<file path="src/rtl/pc_ras_unit_if.sv">
// rtl/pc_ras_unit_if.sv - control-unit <-> PC/RAS unit signal bundle
// master = control unit side, slave = pc_ras_unit side.
interface pc_ras_unit_if #(
  parameter int ADDR_W    = 10,
  parameter int RAS_DEPTH = 8
);
  localparam int CNT_W = $clog2(RAS_DEPTH) + 1;

  logic              PC_LD;
  logic              PC_INC;
  logic [1:0]        PC_MUX_SEL;
  logic [ADDR_W-1:0] FROM_IMMED;
  logic [ADDR_W-1:0] FROM_STACK;
  logic              CALL;
  logic              RET;
  logic              CLR_FLAGS;
  logic [ADDR_W-1:0] PC_COUNT;
  logic [ADDR_W-1:0] RAS_TOP;
  logic [CNT_W-1:0]  RAS_COUNT;
  logic              RAS_EMPTY;
  logic              RAS_FULL;
  logic              RAS_OVF;
  logic              RAS_UNF;

  modport master (
    output PC_LD, PC_INC, PC_MUX_SEL, FROM_IMMED, FROM_STACK, CALL, RET, CLR_FLAGS,
    input  PC_COUNT, RAS_TOP, RAS_COUNT, RAS_EMPTY, RAS_FULL, RAS_OVF, RAS_UNF
  );

  modport slave (
    input  PC_LD, PC_INC, PC_MUX_SEL, FROM_IMMED, FROM_STACK, CALL, RET, CLR_FLAGS,
    output PC_COUNT, RAS_TOP, RAS_COUNT, RAS_EMPTY, RAS_FULL, RAS_OVF, RAS_UNF
  );
endinterface

</file>
<file path="src/rtl/pc_ras_unit.sv">
// rtl/pc_ras_unit.sv - PC source mux, PC register and circular return-address stack
// The RAS keeps a top pointer mod RAS_DEPTH; a push when full overwrites the oldest entry.
module pc_ras_unit #(
  parameter int              ADDR_W    = 10,
  parameter int              RAS_DEPTH = 8,
  parameter logic [ADDR_W-1:0] INTR_VEC = {ADDR_W{1'b1}}
) (
  input logic          CLK,
  input logic          RST,
  pc_ras_unit_if.slave bus
);
  localparam int PTR_W = $clog2(RAS_DEPTH);
  localparam int CNT_W = PTR_W + 1;

  logic [ADDR_W-1:0] r_pc;
  logic [ADDR_W-1:0] r_ras [RAS_DEPTH];
  logic [PTR_W-1:0]  r_top;
  logic [CNT_W-1:0]  r_count;
  logic              r_ovf;
  logic              r_unf;

  logic [ADDR_W-1:0] w_pc_inc;
  logic [ADDR_W-1:0] w_mux;
  logic [ADDR_W-1:0] w_pc_nxt;
  logic [ADDR_W-1:0] w_ras_top;
  logic [PTR_W-1:0]  w_top_idx;
  logic              w_empty;
  logic              w_full;
  logic              w_push;
  logic              w_pop;
  logic              w_swap;
  logic              w_ovf_ev;
  logic              w_unf_ev;
  logic              w_wr_en;
  logic [PTR_W-1:0]  w_wr_idx;
  logic [PTR_W-1:0]  w_top_nxt;
  logic [CNT_W-1:0]  w_count_nxt;

  assign w_pc_inc  = r_pc + ADDR_W'(1);
  assign w_empty   = (r_count == '0);
  assign w_full    = (r_count == CNT_W'(RAS_DEPTH));
  assign w_top_idx = r_top - PTR_W'(1);
  assign w_ras_top = w_empty ? '0 : r_ras[w_top_idx];

  assign w_push   = bus.CALL & ~bus.RET;
  assign w_pop    = bus.RET & ~bus.CALL;
  assign w_swap   = bus.CALL & bus.RET;
  assign w_ovf_ev = w_push & w_full;
  assign w_unf_ev = w_pop & w_empty;

  // Sel 3 reads the pre-edge top, so LD+sel3+RET jumps to the entry being popped.
  always_comb begin
    w_mux = bus.FROM_IMMED;
    case (bus.PC_MUX_SEL)
      2'd0:    w_mux = bus.FROM_IMMED;
      2'd1:    w_mux = bus.FROM_STACK;
      2'd2:    w_mux = INTR_VEC;
      default: w_mux = w_ras_top;
    endcase
  end

  always_comb begin
    w_pc_nxt = r_pc;
    if (bus.PC_LD) begin
      w_pc_nxt = w_mux;
    end else if (bus.PC_INC) begin
      w_pc_nxt = w_pc_inc;
    end
  end

  // CALL+RET on an empty stack has no top to replace, so it degrades to a plain push.
  always_comb begin
    w_wr_en     = 1'b0;
    w_wr_idx    = r_top;
    w_top_nxt   = r_top;
    w_count_nxt = r_count;
    if (w_push || (w_swap && w_empty)) begin
      w_wr_en   = 1'b1;
      w_wr_idx  = r_top;
      w_top_nxt = r_top + PTR_W'(1);
      if (!w_full) begin
        w_count_nxt = r_count + CNT_W'(1);
      end
    end else if (w_swap) begin
      w_wr_en  = 1'b1;
      w_wr_idx = w_top_idx;
    end else if (w_pop && !w_empty) begin
      w_top_nxt   = w_top_idx;
      w_count_nxt = r_count - CNT_W'(1);
    end
  end

  always_ff @(posedge CLK) begin
    if (!RST) begin
      r_pc    <= '0;
      r_top   <= '0;
      r_count <= '0;
      r_ovf   <= 1'b0;
      r_unf   <= 1'b0;
    end else begin
      r_pc    <= w_pc_nxt;
      r_top   <= w_top_nxt;
      r_count <= w_count_nxt;
      r_ovf   <= w_ovf_ev | (r_ovf & ~bus.CLR_FLAGS);
      r_unf   <= w_unf_ev | (r_unf & ~bus.CLR_FLAGS);
    end
  end

  // Entry storage needs no reset: RAS_TOP is masked while the count is zero.
  always_ff @(posedge CLK) begin
    if (RST && w_wr_en) begin
      r_ras[w_wr_idx] <= w_pc_inc;
    end
  end

  assign bus.PC_COUNT  = r_pc;
  assign bus.RAS_TOP   = w_ras_top;
  assign bus.RAS_COUNT = r_count;
  assign bus.RAS_EMPTY = w_empty;
  assign bus.RAS_FULL  = w_full;
  assign bus.RAS_OVF   = r_ovf;
  assign bus.RAS_UNF   = r_unf;
endmodule
</file>
<file path="src/flat_wrapper.sv">
// flat-port wrapper written by rule: the top's interface ports become plain ports
module pc_ras_unit_flat 
#(
  parameter int              ADDR_W    = 10,
  parameter int              RAS_DEPTH = 8,
  parameter logic [ADDR_W-1:0] INTR_VEC = {ADDR_W{1'b1}}
)
  (CLK, RST, bus_PC_LD, bus_PC_INC, bus_PC_MUX_SEL, bus_FROM_IMMED, bus_FROM_STACK, bus_CALL, bus_RET, bus_CLR_FLAGS, bus_PC_COUNT, bus_RAS_TOP, bus_RAS_COUNT, bus_RAS_EMPTY, bus_RAS_FULL, bus_RAS_OVF, bus_RAS_UNF);
  pc_ras_unit_if #(.ADDR_W(ADDR_W), .RAS_DEPTH(RAS_DEPTH)) bus_i ();
  input logic CLK;
  input logic RST;
  input wire logic [$bits(bus_i.PC_LD)-1:0] bus_PC_LD;
  input wire logic [$bits(bus_i.PC_INC)-1:0] bus_PC_INC;
  input wire logic [$bits(bus_i.PC_MUX_SEL)-1:0] bus_PC_MUX_SEL;
  input wire logic [$bits(bus_i.FROM_IMMED)-1:0] bus_FROM_IMMED;
  input wire logic [$bits(bus_i.FROM_STACK)-1:0] bus_FROM_STACK;
  input wire logic [$bits(bus_i.CALL)-1:0] bus_CALL;
  input wire logic [$bits(bus_i.RET)-1:0] bus_RET;
  input wire logic [$bits(bus_i.CLR_FLAGS)-1:0] bus_CLR_FLAGS;
  output wire logic [$bits(bus_i.PC_COUNT)-1:0] bus_PC_COUNT;
  output wire logic [$bits(bus_i.RAS_TOP)-1:0] bus_RAS_TOP;
  output wire logic [$bits(bus_i.RAS_COUNT)-1:0] bus_RAS_COUNT;
  output wire logic [$bits(bus_i.RAS_EMPTY)-1:0] bus_RAS_EMPTY;
  output wire logic [$bits(bus_i.RAS_FULL)-1:0] bus_RAS_FULL;
  output wire logic [$bits(bus_i.RAS_OVF)-1:0] bus_RAS_OVF;
  output wire logic [$bits(bus_i.RAS_UNF)-1:0] bus_RAS_UNF;
  assign bus_i.PC_LD = bus_PC_LD;
  assign bus_i.PC_INC = bus_PC_INC;
  assign bus_i.PC_MUX_SEL = bus_PC_MUX_SEL;
  assign bus_i.FROM_IMMED = bus_FROM_IMMED;
  assign bus_i.FROM_STACK = bus_FROM_STACK;
  assign bus_i.CALL = bus_CALL;
  assign bus_i.RET = bus_RET;
  assign bus_i.CLR_FLAGS = bus_CLR_FLAGS;
  assign bus_PC_COUNT = bus_i.PC_COUNT;
  assign bus_RAS_TOP = bus_i.RAS_TOP;
  assign bus_RAS_COUNT = bus_i.RAS_COUNT;
  assign bus_RAS_EMPTY = bus_i.RAS_EMPTY;
  assign bus_RAS_FULL = bus_i.RAS_FULL;
  assign bus_RAS_OVF = bus_i.RAS_OVF;
  assign bus_RAS_UNF = bus_i.RAS_UNF;
  pc_ras_unit #(.ADDR_W(ADDR_W), .RAS_DEPTH(RAS_DEPTH), .INTR_VEC(INTR_VEC)) u_core (.CLK(CLK), .RST(RST), .bus(bus_i));
endmodule
</file>
<file path="config.mk">
export PLATFORM = sky130hd
export DESIGN_NAME = pc_ras_unit_flat
export DESIGN_NICKNAME = d
export VERILOG_FILES = /design/src/rtl/pc_ras_unit_if.sv /design/src/rtl/pc_ras_unit.sv /design/src/flat_wrapper.sv
export SDC_FILE = /design/constraint.sdc
export NUM_CORES = 1
export LEC_CHECK = 0
export ABC_AREA = 1
export BUFFER_PORTS_ARGS = -buffer_cell sky130_fd_sc_hd__buf_4
export CAP_MARGIN = 5
export CORE_MARGIN = 2
export CORE_UTILIZATION = 55
export CTS_BUF_LIST = sky130_fd_sc_hd__clkbuf_4
export CTS_CLUSTER_DIAMETER = 40
export CTS_CLUSTER_SIZE = 28
export DETAILED_ROUTE_END_ITERATION = 8
export PLACE_DENSITY = 0.76
export SLEW_MARGIN = 40
export SYNTH_ARGS = -nofsm -noshare
export SYNTH_HDL_FRONTEND = slang
export SYNTH_SLANG_ARGS = --single-unit
</file>
<file path="constraint.sdc">
create_clock -name CLK -period 2.67 [get_ports CLK]
set_input_delay 0 -clock CLK [delete_from_list [all_inputs] [get_ports CLK]]
set_output_delay 0 -clock CLK [all_outputs]
set_load 0.005 [all_outputs]
</file>
==> results.toml, run 1 <==
[status]
outcome = "completed"

[finish]
syn_to_final_growth_pct = 22.5
final_area_um2 = 5750
insertedDiodeCount = 0
fin_util = 0.697
nNetsFinal = 610
final_layout_size_suffix_gt1_frac = 0.199

[logic_synthesis]
syn-num-nets = 515
synth_top_area_share = 0.512
yosys_warnings = 0
netlist_instances = 482
synthXorXnorAreaFrac = 0.0168
yosysUniqueCellTypes = 38
synth_simple_gate_area_share = 0.179
synth-compound-area-share = 0.145
avgSynthCellArea_um2 = 9.74
synth.area.top_cells = "edfxtp_1, dfxtp_1, nor2_1"
yosys.area.top_type = "edfxtp_1"
synth_top_family_by_area = "simple AND/OR/NAND/NOR gates"
synth-seq-cells = 99
synth-seq-area-share = 0.593
synth.area.mux_share = 0
synth_adder_area_share = 0.0107
syn_area_um2 = 4700

[critical_path]
cp_top_family = "buffers and inverters"
cp_num_buf_inv = 3
arrival_ps = 2860
slowest_stage = "dlygate4sd3_1"
r2r_slack_ps = 200
path_depth = 10
cp-start-kind = "register"
cp_cell_sequence = "inv_1 > ha_1 > buf_8 > o21ai_0 > o211ai_1 > nand4_1 > nand2_1 > nand2_1 > dlygate4sd3_1 > a21oi_1"
cp.required_ps = 3060
critPathMaxFanout = 30
cp-end-kind = "register"
path_class = "register to register"
slowest_delay_ps = 550
cpMostUsedCell = "nand2_1"
rr_worst_depth = 10

[sta]
clock.fmax_mhz = 405
slew_headroom = 0.509
max_slew.worst_pin.slew_ps = 734
finalSetupTns_ps = 0
period_minus_slack_ps = 2470
setup_viol = 0
slew_viol_final = 0
min_period_over_period = 0.925
finalHoldViolations = 0
skew_ps = 19.2
rsz0062_at_grt = "false"

[die]
dieWidth_um = 96.4
fp.dieH_um = 96.4
dieArea_um2 = 9290
rows = 33
start_util = 0.569
ios = 57
core_area_um2 = 8260

[clock_tree]
clk_latency_ps = 470
cts_buffer_depth = 2
cts_tree = "built"
cts_made_buffers = 9
clk_pin_slew_worst_paths_ps = 150
clockRootBuffer = "clkbuf_4"
postCtsSetupBuffers = 0
cts_max_level = 3
clock_sinks = 99

[placement]
dp_hpwl_um = 7830
post_dp_cell_area_um2 = 5280
port_buffers = 56
gp_congestion = 0.874

[global_routing]
antenna_found_initial = 0
grt_pass1_wl_um = 18700
grtUsageTotal = 0.273
grt-ovfl-total = 0
grt_pass1_vias = 3747
grt_max_degree = 45

[route]
num_vias = 3931
ant_nets = 0
drt_wl_total_um = 12000
vias_per_cell = 5.72
drc = 0
drt_first_pass_iters = 5
drt_iter0_markers = 291
wire_per_inst_um = 17.4

[job]
max_cap_viol_count = 0

[power]
powerDensity_nw_per_um2 = 948
p_leak_nw = 2.28
ir_worst_vdd_mv = 0.749

[hold_path]
hold_path.class = "input port to register"
holdPathStages = 5
-- synthesized netlist by cell type (all sizes together) --
master and instances:
a211oi 2, a21oi 31, a221o 8, a221oi 1
a22o 1, a31oi 1, and3 2, buf 15
clkbuf 3, clkinv 3, dfxtp 19, edfxtp 80
ha 4, inv 37, nand2 71, nand3 20
nand3b 1, nand4 3, nor2 99, nor3 1
nor4 1, o211ai 2, o21ai 65, o221ai 3
xnor2 2, xor2 7
-- layout by cell type (no fill, tap or decap), drive strengths merged --
cell	n
a22o	1
a221o	8
ha	4
dfxtp	19
a21oi	31
xnor2	2
edfxtp	80
nand4	3
nor2	99
bufinv	3
xor2	7
and3	2
dlygate4sd3	27
nand3b	1
o211ai	2
a221oi	1
buf	75
inv	41
a31oi	1
nor3	1
nand2	71
nor4	1
clkinv	3
o221ai	3
a211oi	2
o21ai	65
nand3	20
clkbuf	9
-- cells by family after synthesis --
| group | Yosys count |
|---|---|
| xor gates and xnor gates | 9 |
| DFF | 99 |
| buffers and inverters | 58 |
| adders and majority gates | 4 |
| and+or+nand+nor | 198 |
| AOI/OAI and AO/OA | 114 |
-- final timing paths --
kind,to,from
setup / recovery,u_core.bus.PC_COUNT[1],u_core.r_top[1]
hold / removal,u_core.bus.PC_COUNT[3],bus_PC_MUX_SEL[0]
setup reg to reg,u_core.bus.PC_COUNT[1],u_core.r_top[1]
hold reg to reg,u_core.bus.RAS_OVF,u_core.bus.RAS_OVF
-- worst min-delay path, stage by stage --
cell	delay (ps)
buf_4	100
nand2_1	50
clkinv_1	210
nand2_1	90
a21oi_1	120
-- routing by layer --
| metal | vias up | GRT usage | wire (um) |
|---|---|---|---|
| li1 | 1850 | - | - |
| met1 | 1853 | 0.348 | 4720 |
| met2 | 203 | 0.457 | 5930 |
| met4 | 0 | 0.110 | 249 |
| met3 | 25 | 0.0597 | 1080 |
| met5 | - | 0 | 0 |
-- timing repair --
action | 4_1_cts | 5_1_grt
gates resized for setup | 0 | 2
hold buffers | 27 | 0
hold endpoints to repair | 17 | 0
setup endpoints to repair | 0 | 2
-- through the flow --
step	hold WS [ps]	setup WS, ps	total power, mW	instances
6_report	154	199	5.46	687
5_1_grt	190	22.4	5.78	687
4_1_cts	136	133	5.41	687
3_5_place_dp	282	539	4.34	644
3_3_place_gp	278	641	4.30	644
2_1_floorplan	143	289	3.47	482
-- power by group --
group	internal, mW	switching [mW]	leakage (nW)
Clock	0.491	0.534	0.103
Sequential	1.85	0.101	0.889
Combinational	0.953	1.53	1.29
Total	3.29	2.16	2.28
-- flip-flops by register name (all words and copies together), names as in the netlist --
signal and cells:
u_core.bus.RAS_OVF 1, u_core.bus.RAS_UNF 1, u_core.bus.RAS_COUNT 4, u_core.r_top 3, u_core.bus.PC_COUNT 10, u_core.r_ras 80
-- layout make-up --
type,instances,area (um^2)
multi-input cells,325,1650
fillers,609,2500
repair buffers,102,841
flip-flops and latches,99,2780
inverters,40,150
well taps,105,131
clock buffers,9,67.6
clock inverters,7,128
Note: power is estimated with default switching activity, not from simulation.
==> run 2: changes to the inputs <==
--- a/config.mk
+++ b/config.mk
@@ -6,8 +6,7 @@
 export NUM_CORES = 1
 export LEC_CHECK = 0
 export ABC_AREA = 1
-export BUFFER_PORTS_ARGS = -buffer_cell sky130_fd_sc_hd__buf_4
-export CAP_MARGIN = 5
+export BUFFER_PORTS_ARGS = -buffer_cell sky130_fd_sc_hd__buf_2
 export CORE_MARGIN = 2
 export CORE_UTILIZATION = 55
 export CTS_BUF_LIST = sky130_fd_sc_hd__clkbuf_4
==> run 2 against run 1 <==
Combinational power is 6% lower. Sequential power about the same. Critical path depth did not move. Sequential share of layout area grew 2.1 points. Flip-flop and latch count stayed put.
==> results.toml, run 2 (same netlist as run 1, synthesis figures left out) <==
[sta]
clock.fmax_mhz = 404
min_period_over_period = 0.928
slew_headroom = 0.463
setup_viol = 0
finalHoldViolations = 0
worst_slack_ps = 193
skew_ps = 20.1
whs_ps = 11.6
slew_viol_final = 0
max_slew.worst_pin.slew_ps = 802
period_minus_slack_ps = 2480
finalSetupTns_ps = 0
rsz0062_at_grt = "false"

[finish]
insertedDiodeCount = 0
nNetsFinal = 607
largest_register = "u_core.r_ras"
final_layout_size_suffix_gt1_frac = 0.195
largest_register_ffs = 80
final_common_cell = "nor2_1"
layout_common_cells = "nor2_1, edfxtp_1, nand2_1"
syn_to_final_growth_pct = 17.5

[global_routing]
grt_pass1_wl_um = 18100
grtUsageTotal = 0.264
grt-ovfl-total = 0
grt_max_degree = 45
grt_pass1_vias = 3599
antenna_found_initial = 0

[die]
dieArea_um2 = 9290
core_area_um2 = 8260
ios = 57
rows = 33
fp.dieH_um = 96.4
start_util = 0.569
dieWidth_um = 96.4

[clock_tree]
clock_sinks = 99
cts_made_buffers = 9
cts_tree = "built"
clk_latency_ps = 450
cts_buffer_depth = 2
postCtsSetupBuffers = 0
clk_pin_slew_worst_paths_ps = 150
clockRootBuffer = "clkbuf_4"
cts_max_level = 3

[critical_path]
r2r_slack_ps = 190
arrival_ps = 2860
rr_worst_depth = 10
path_class = "register to register"
critPathMaxFanout = 30
cp_cell_sequence = "inv_1 > ha_1 > buf_6 > o21ai_0 > o211ai_1 > nand4_1 > nand2_1 > nand2_1 > dlygate4sd3_1 > a21oi_1"
cp-end-kind = "register"
cp.required_ps = 3050
cp-start-kind = "register"
slowest_stage = "dlygate4sd3_1"
critPathLaunch = "u_core.r_top[1]"
r2r-start = "u_core.r_top[1]"
rr_endpoint = "u_core.bus.PC_COUNT[0]"
slowest_delay_ps = 550
cpMostUsedCell = "nand2_1"

[route]
wire_per_inst_um = 16.6
vias_per_cell = 5.55
drt_first_pass_iters = 5
ant_nets = 0
drt_iter0_markers = 282
drc = 0
num_vias = 3795
drt_wl_total_um = 11400

[power]
p_leak_nw = 2.20
total_power_mw = 5.01
powerDensity_nw_per_um2 = 908
ir_worst_vdd_mv = 0.600

[placement]
port_buffers = 56
gp_congestion = 0.902
pre_cts_slack_ps = 662
dp_hpwl_um = 7800

[status]
outcome = "completed"

[hold_path]
hold_path.class = "input port to register"
min_from = "bus_FROM_STACK[6]"
holdPathStages = 4
hold_path_end = "u_core.bus.PC_COUNT[6]"

[job]
max_cap_viol_count = 0
## run 2: final cells by class
class | instances | area (um^2)
repair buffers | 99 | 672
well taps | 105 | 131
clock inverters | 7 | 62.6
clock buffers | 9 | 67.6
fillers | 646 | 2740
flip-flops and latches | 99 | 2780
inverters | 40 | 150
multi-input cells | 325 | 1650
## run 2: per-stage QoR
step                 util  cell area [um^2]  instances
floorplan               -              4700        482
global placement    0.621              5120        642
detailed placement  0.621              5120        642
CTS                 0.668              5520        684
global route        0.668              5520        684
finish              0.668              5520        684
## run 2: worst max-delay path by stage
stage                                  end  slack [ps]  cells after the start
global placement        u_core.r_ras[0][4]         740                      7
finish              u_core.bus.PC_COUNT[0]         190                     10
detailed placement      u_core.r_ras[0][3]         660                      7
global route        u_core.bus.PC_COUNT[0]          20                     10
CTS                 u_core.bus.PC_COUNT[0]         150                     10
floorplan               u_core.r_ras[0][0]         290                      9
## run 2: what timing repair did
item	4_1_cts	5_1_grt
hold endpoints to repair	16	0
gates resized for setup	0	1
endpoints found under the setup margin	0	1
hold buffers	26	0
## run 2: per-layer routing
layer | global-route usage | routed length, um | vias to the layer above
met5 | 0 | 0 | -
met4 | 0.0869 | 179 | 0
met3 | 0.0380 | 826 | 14
met2 | 0.448 | 5630 | 154
met1 | 0.352 | 4720 | 1777
li1 | - | - | 1850
## run 2: critical path: cells and delay by family (launching register included)
family                   cells  cell delay [ps]
adder cells (fa/ha/maj)      1              330
AO/OA/AOI/OAI                3              490
AND/OR/NAND/NOR              3              320
flip-flops                   1              390
buffers and inverters        3              880
## run 2: report_power, final
group          internal [mW]  leakage [nW]  switching, mW  total [mW]
sequential              1.85         0.889         0.0998        1.95
clock                  0.210        0.0730          0.529       0.739
combinational          0.820          1.24           1.50        2.32
